$ cat src/rtl/fifo_rd_stream_if.sv
// Valid/ready beat stream carrying data plus an end-of-burst flag.
interface fifo_rd_stream_if #(
  parameter int unsigned DATA_WIDTH = 32
) ();

  logic                  valid;
  logic                  ready;
  logic [DATA_WIDTH-1:0] data;
  logic                  last;

  modport master (
    output valid,
    output data,
    output last,
    input  ready
  );

  modport slave (
    input  valid,
    input  data,
    input  last,
    output ready
  );

endinterface

$ cat src/rtl/fifo_rd_stream.sv
// FIFO drain stage. It turns a 1-cycle-latency rd_en/dout FIFO port into a
// full-throughput valid/ready stream. It uses a 2-entry output buffer and an
// in-flight read flag, and it frames beats into bursts of BURST_LEN with a
// last flag.
module fifo_rd_stream #(
  parameter int unsigned DATA_WIDTH = 32,
  parameter int unsigned BURST_LEN  = 16,
  parameter int unsigned CNT_WIDTH  = 16
) (
  input  logic                  clk,
  input  logic                  rst,
  input  logic                  fifo_empty,
  input  logic [DATA_WIDTH-1:0] fifo_dout,
  output logic                  fifo_rd_en,
  fifo_rd_stream_if.master      m,
  output logic [CNT_WIDTH-1:0]  beat_cnt,
  output logic                  burst_done,
  output logic [1:0]            buf_level
);

  localparam logic [CNT_WIDTH-1:0] LastBeat = CNT_WIDTH'(BURST_LEN - 1);

  logic [DATA_WIDTH-1:0] buf_q [2];
  logic                  head_q;
  logic [1:0]            level_q;
  logic                  inflight_q;
  logic [CNT_WIDTH-1:0]  beat_cnt_q;
  logic                  burst_done_q;

  logic       pop;
  logic [2:0] occ_after_pop;
  logic       tail;
  logic       at_last;

  // Issue a read only if the word it returns is sure to have a free slot.
  always_comb begin
    pop           = m.valid & m.ready;
    // pop implies level_q >= 1, so this never wraps below zero.
    occ_after_pop = {1'b0, level_q} + {2'b00, inflight_q} - {2'b00, pop};
    fifo_rd_en    = ~rst & ~fifo_empty & (occ_after_pop < 3'd2);
    // Slot just past the newest entry; with level 2 it equals head, which
    // cannot coincide with a capture because level + inflight stays <= 2.
    tail          = head_q ^ level_q[0];
    at_last       = (beat_cnt_q == LastBeat);
  end

  assign m.valid    = (level_q != 2'd0);
  assign m.data     = buf_q[head_q];
  assign m.last     = m.valid & at_last;
  assign beat_cnt   = beat_cnt_q;
  assign burst_done = burst_done_q;
  assign buf_level  = level_q;

  // Buffer, in-flight tracking and burst framing state.
  always_ff @(posedge clk) begin
    if (rst) begin
      buf_q[0]     <= '0;
      buf_q[1]     <= '0;
      head_q       <= 1'b0;
      level_q      <= 2'd0;
      inflight_q   <= 1'b0;
      beat_cnt_q   <= '0;
      burst_done_q <= 1'b0;
    end else begin
      inflight_q <= fifo_rd_en;
      if (inflight_q) begin
        buf_q[tail] <= fifo_dout;
      end
      if (pop) begin
        head_q     <= ~head_q;
        beat_cnt_q <= at_last ? '0 : beat_cnt_q + CNT_WIDTH'(1);
      end
      level_q      <= occ_after_pop[1:0];
      burst_done_q <= pop & at_last;
    end
  end

endmodule

$ cat src/flat_wrapper.sv
// flat-port wrapper written by rule: the top's interface ports become plain ports
module fifo_rd_stream_flat 
#(
  parameter int unsigned DATA_WIDTH = 32,
  parameter int unsigned BURST_LEN  = 16,
  parameter int unsigned CNT_WIDTH  = 16
)
  (clk, rst, fifo_empty, fifo_dout, fifo_rd_en, beat_cnt, burst_done, buf_level, m_valid, m_data, m_last, m_ready);
  fifo_rd_stream_if #(.DATA_WIDTH(DATA_WIDTH)) m_i ();
  input  logic clk;
  input  logic rst;
  input  logic fifo_empty;
  input  logic [DATA_WIDTH-1:0] fifo_dout;
  output logic fifo_rd_en;
  output logic [CNT_WIDTH-1:0] beat_cnt;
  output logic burst_done;
  output logic [1:0] buf_level;
  output wire logic [$bits(m_i.valid)-1:0] m_valid;
  output wire logic [$bits(m_i.data)-1:0] m_data;
  output wire logic [$bits(m_i.last)-1:0] m_last;
  input wire logic [$bits(m_i.ready)-1:0] m_ready;
  assign m_valid = m_i.valid;
  assign m_data = m_i.data;
  assign m_last = m_i.last;
  assign m_i.ready = m_ready;
  fifo_rd_stream #(.DATA_WIDTH(DATA_WIDTH), .BURST_LEN(BURST_LEN), .CNT_WIDTH(CNT_WIDTH)) u_core (.clk(clk), .rst(rst), .fifo_empty(fifo_empty), .fifo_dout(fifo_dout), .fifo_rd_en(fifo_rd_en), .m(m_i), .beat_cnt(beat_cnt), .burst_done(burst_done), .buf_level(buf_level));
endmodule
$ cat config.mk
export PLATFORM = sky130hd
export DESIGN_NAME = fifo_rd_stream_flat
export DESIGN_NICKNAME = d
export VERILOG_FILES = /design/src/rtl/fifo_rd_stream_if.sv /design/src/rtl/fifo_rd_stream.sv /design/src/flat_wrapper.sv
export SDC_FILE = /design/constraint.sdc
export NUM_CORES = 1
export LEC_CHECK = 0
export ABC_AREA = 1
export BUFFER_PORTS_ARGS = -buffer_cell sky130_fd_sc_hd__buf_2
export CAP_MARGIN = 5
export CORE_ASPECT_RATIO = 1.1
export CORE_MARGIN = 5
export CORE_UTILIZATION = 50
export CTS_BUF_LIST = sky130_fd_sc_hd__clkbuf_2
export CTS_CLUSTER_SIZE = 14
export DETAILED_ROUTE_END_ITERATION = 12
export HOLD_SLACK_MARGIN = 0.08
export PLACE_DENSITY = 0.82
export SYNTH_ARGS = -nofsm -noshare
export SYNTH_HDL_FRONTEND = slang
export SYNTH_SLANG_ARGS = --single-unit
$ cat constraint.sdc
create_clock -name clk -period 2.1 [get_ports clk]
set_clock_uncertainty 0.1 [all_clocks]
set_input_delay 0 -clock clk [delete_from_list [all_inputs] [get_ports clk]]
set_output_delay 0 -clock clk [all_outputs]
set_load 0.03 [all_outputs]
Yosys cells after proc, flatten, opt, wreduce, memory -nomap -nowiden --
Memories as Yosys holds them, arrays and structs flattened. A register that Yosys moved wholly into a read port is not among the register bits. Cells that the tools add are included.
Cells by class: magnitude comparators 1, div/mod/pow operators 0, bitwise logic cells 9, shift operators 0, muxes and demuxes 11, reductions and logical operators 2, multipliers 0, add/subtract/negate cells 3, equal/unequal tests 1
Operators with widths (number):
- $mux W32 | 1
- $reduce_or A32 Y1 | 1
- $add A16 B1 Y16 const B | 1
- $eq A16 B4 Y1 const B | 1
- $mux W16 | 1
- $mux W1 | 9
- $and A1 B1 Y1 | 5
- $add A2 B1 Y3 | 1
- $lt A3 B2 Y1 const B | 1
- $not A1 Y1 | 3
- $sub A3 B1 Y3 | 1
- $reduce_bool A2 Y1 | 1
- $xor A1 B1 Y1 | 1
Word-level totals: memories kept 1, input port bits 36, bits in latches 0, memory bits (writable) 64, output and inout bits 54, ROM bits 0, bits in registers 21, logic and storage cells 33
Memory list:
- u_core.buf_q | depth 2, width 32, rd ports 1, clocked after Yosys merged registers in 1, wr ports 2, line fifo_rd_stream.sv:23 | logic [DATA_WIDTH-1:0] buf_q [2];

Logic depth before layout (Yosys ltp) --
word-level depth 5, gate-level depth with buffers 10

Least setup slack after synthesis --
OpenSTA, ideal clock, no wires.
kind register to output, start reg u_core.level_q[0] (netlist: u_core.buf_level[0]), end out fifo_rd_en, required time 2000 ps, slack -749 ps, stages on the path, launching flop included 9, arrival time 2749 ps, buffers on the path 1, cells stage by stage dfxtp_1 nor2_2 nor2_4 buf_6 ha_1 inv_1 ha_1 fa_1 nor4_1
Between the ends: longest elaborated chain between the ends 5, elaborated cells between the ends (all ways) 6, those cells by class 2 x add/sub; 1 x order compare; 2 x bitwise; 1 x reduce/logical
RTL lines:
- start, declared | line fifo_rd_stream.sv:25 | logic [1:0] level_q;
- start signal, assigned | line fifo_rd_stream.sv:73 | level_q <= occ_after_pop[1:0];
- $reduce_bool A2 Y1 | line fifo_rd_stream.sv:47 | assign m.valid = (level_q != 2'd0);
- $and A1 B1 Y1 | line fifo_rd_stream.sv:37 | pop = m.valid & m.ready;
- net u_core.pop | line fifo_rd_stream.sv:30 | logic pop;
- $sub A3 B1 Y3 | line fifo_rd_stream.sv:39 | occ_after_pop = {1'b0, level_q} + {2'b00, inflight_q} - {2'b00, pop};
- net u_core.occ_after_pop[1] | line fifo_rd_stream.sv:31 | logic [2:0] occ_after_pop;
- $lt A3 B2 Y1 | line fifo_rd_stream.sv:40 | fifo_rd_en = ~rst & ~fifo_empty & (occ_after_pop < 3'd2);
- $and A1 B1 Y1 | line fifo_rd_stream.sv:40
- end, declared | line flat_wrapper.sv:14 | output logic fifo_rd_en;
The timed path passes the listed nets, and every way through them passes these cells.

Worst setup path after layout --
start reg u_core.level_q[0] (netlist: u_core.buf_level[0]), end out fifo_rd_en
Between the ends: longest elaborated chain between the ends 5, elaborated cells between the ends (all ways) 6, those cells by class 2 x add/sub; 1 x order compare; 2 x bitwise; 1 x reduce/logical
RTL lines (line):
- parallel branches: the longest is 2 deep, another holds $add A2 B1 Y3
- $sub A3 B1 Y3 (*) | fifo_rd_stream.sv:39
- $lt A3 B2 Y1 (*) | fifo_rd_stream.sv:40
- $and A1 B1 Y1 (*) | fifo_rd_stream.sv:40
Every way passes the cells marked *.

==> run metrics <==
run status complete, but fails checks; failing checks negative setup slack; die area about 0.0095 sq mm; I/O pins 90; setup_tns -0.416 ns; post-placement setup slack 0.0517 ns; Syn Area/Cell a little over 10 sq um; Slew headroom 0.709; final-report max-slew violation count 0; CTS tree yes; pwr/cell area between 900 and 1000 mW/mm^2; Post-route DRC 0; final hold vios 0; CP required 2.00 ns; Yosys top cell area share 0.501; syn nets between 400 and 500; Setup CP Type flop to output pin; clock root cell clkbuf_2; vias per cell 4.87; CP max stage delay 0.42 ns; num rows 33; Achievable Freq 397 MHz; I/O Buffers 89; largest area contributor in the synthesized netlist edfxtp_1; Starting DRT DRC Count a little under 90; Die Ht 102 um; CP Capture Type output pin; post-DR wirelength/cell ~14 um; crit path max fanout 3; leak pwr ~2.3 nW; critical path cell sequence nor2_4 -> nor2_4 -> ha_4 -> inv_2 -> ha_4 -> fa_2 -> xnor2_4 -> nor4_4 -> buf_6; Tmin final approximately 2.5 ns; Remaining Overflow, GRT 0; total CTS buffers 9; # clock sinks 86; Worst Path Buf+Inv 2; hpwl dp 5490 um; vias in the first global route between 3000 and 4000; MaxCap Viol Count 0; Seq/Total Area, Yosys 0.616; Initial Utilization 0.513; final setup vio count 1; drt first pass iters 5; slowest cell on the critical path dfxtp_4; CTS clock-pin slew for the worst setup and hold paths around 0.25 ns; synth unique cells 26; yosys warns 0; Util after Layout 0.676; latest clock arrival within the worst-skew pair ~0.5 ns; WL final between 8000 and 9000 um; Final Cycle Share 1.20; Worst IR Drop VDD 0.690 mV; register-to-register setup slack ~0.1 ns; DR vias ~3000; post-synthesis simple-gate area fraction 0.171; worst-margin pin slew 0.437 ns; setup ws final -0.416 ns; worst min path class input pin to flop; largest family of logic cells by synthesized area simple AND/OR/NAND/NOR gates; xor/xnor share of the synthesized area 0.0160; Worst Path Arrival between 2 and 2.5 ns; Nets ~550; Tot GR Track Use 0.191; unrepaired setup endpoints after global routing yes; most frequent cells in the layout nor2_1, buf_2, edfxtp_1; global-route wire length before repair between 10000 and 15000 um; post-synthesis mux area share 0.0939; Area contributors post-synth edfxtp_1, dfxtp_1, nor2_1, mux2_2, inv_1; DRT antenna net count 0; clk buf depth 2; Crit path max-delay family adder cells; Placer Congestion approximately 0.92; htree depth 3; WHS 0.132 ns; Cell Area, Synth approximately 0.0038 sq mm; largest net degree at the start of global routing 33; share of layout cells above drive strength 1 0.321; # diodes 0; Synth Area in Compound Gates 0.0189; adder-cell area share of the yosys netlist 0.0150; flops & latches, synth 86; Die X 93.5 um; commonest non-fill, non-tap cell in the layout nor2_1; Gate Count Post-Synth about 370; antenna violations before repair 0; startpoint types flop; Layout area overhead 31.7%; CORE AREA around 0.0075 sq mm
## through the flow
step | cell area, sq um | total power [W] | std cells
finish | 5050 | 0.00461 | 619
global route | 5050 | 0.00485 | 619
CTS | 5020 | 0.00458 | 618
detailed placement | 4500 | 0.00371 | 560
global placement | 4500 | 0.00367 | 560
floorplan | 3890 | 0.00329 | 369
## cell usage after synthesis
cell type and instances:
nor3_1 2, ha_1 3, o21ai_1 2, a211oi_1 1, nand3_1 10, nand4_1 2
o21ai_0 3, mux2_1 2, buf_6 1, nor4_1 2, nor2_2 2, nor2_4 1
mux2_2 30, dfxtp_1 22, buf_2 9, nand3b_4 1, nor2_1 103, fa_1 1
xnor2_1 2, nand2_2 1, a21oi_1 8, clkbuf_1 2, xor2_1 5, inv_1 54
nand2_1 36, edfxtp_1 64
## metal layers
layer  up-vias  part of all wire  GRT usage
li1       1471                 -          -
met1      1424              0.40      0.216
met2       109              0.52      0.356
met3         8             0.068     0.0353
met4         0            0.0098     0.0756
met5         -                 0          0
## worst min-delay path, delay by kind of cell
| kind | cells | cell delay (ns) |
|---|---|---|
| simple gates | 2 | 0.17 |
| buf+inv | 4 | 0.24 |
| fa+ha+maj | 2 | 0.33 |
## cell type report
type	instances	area (sq um)
clock buffers	9	45.0
clock inverters	7	56.3
fillers	537	2420
inverters	54	203
multi-input cells	217	1280
flip-flops and latches	86	2370
well taps	105	131
repair buffers	141	967
## registers in the layout, indices dropped and copies added, names as in the netlist, named ones only
name / cells
u_core.head_q: 1
u_core.beat_cnt: 16
u_core.buf_q: 64
u_core.buf_level: 2
u_core.burst_done: 1
u_core.inflight_q: 1
## path summary, 6_finish.rpt
check | endpoint | from | cells after the start
worst max register to register | u_core.inflight_q | u_core.buf_level[0] | 8
worst min-delay path | u_core.buf_level[0] | m_ready | 8
worst max-delay path | fifo_rd_en | u_core.buf_level[0] | 9
worst min register to register | u_core.beat_cnt[0] | u_core.beat_cnt[0] | 2
## where the power goes
| part | switching (W) | internal [W] |
|---|---|---|
| Sequential | 0.0000868 | 0.00208 |
| Combinational | 0.00102 | 0.000670 |
| Clock | 0.000593 | 0.000167 |
| Total | 0.00170 | 0.00291 |
## kinds of logic (layout without fill, tap and decap cells)
family / after synthesis / after routing
DFF: 86 / 86
xor gates and xnor gates: 7 / 7
and+or+nand+nor: 160 / 160
muxes: 32 / 32
AOI/OAI and AO/OA: 14 / 14
buffers and inverters: 66 / 211
adders and majority gates: 4 / 4
## what timing repair did
item	4_1_cts	5_1_grt
setup endpoints to repair	1	14
buffers inserted	3	1
hold buffers	39	0
pin swaps	4	0
gates resized for setup	2	6
hold endpoints to repair	81	0
(Power assumes the default switching activity.)
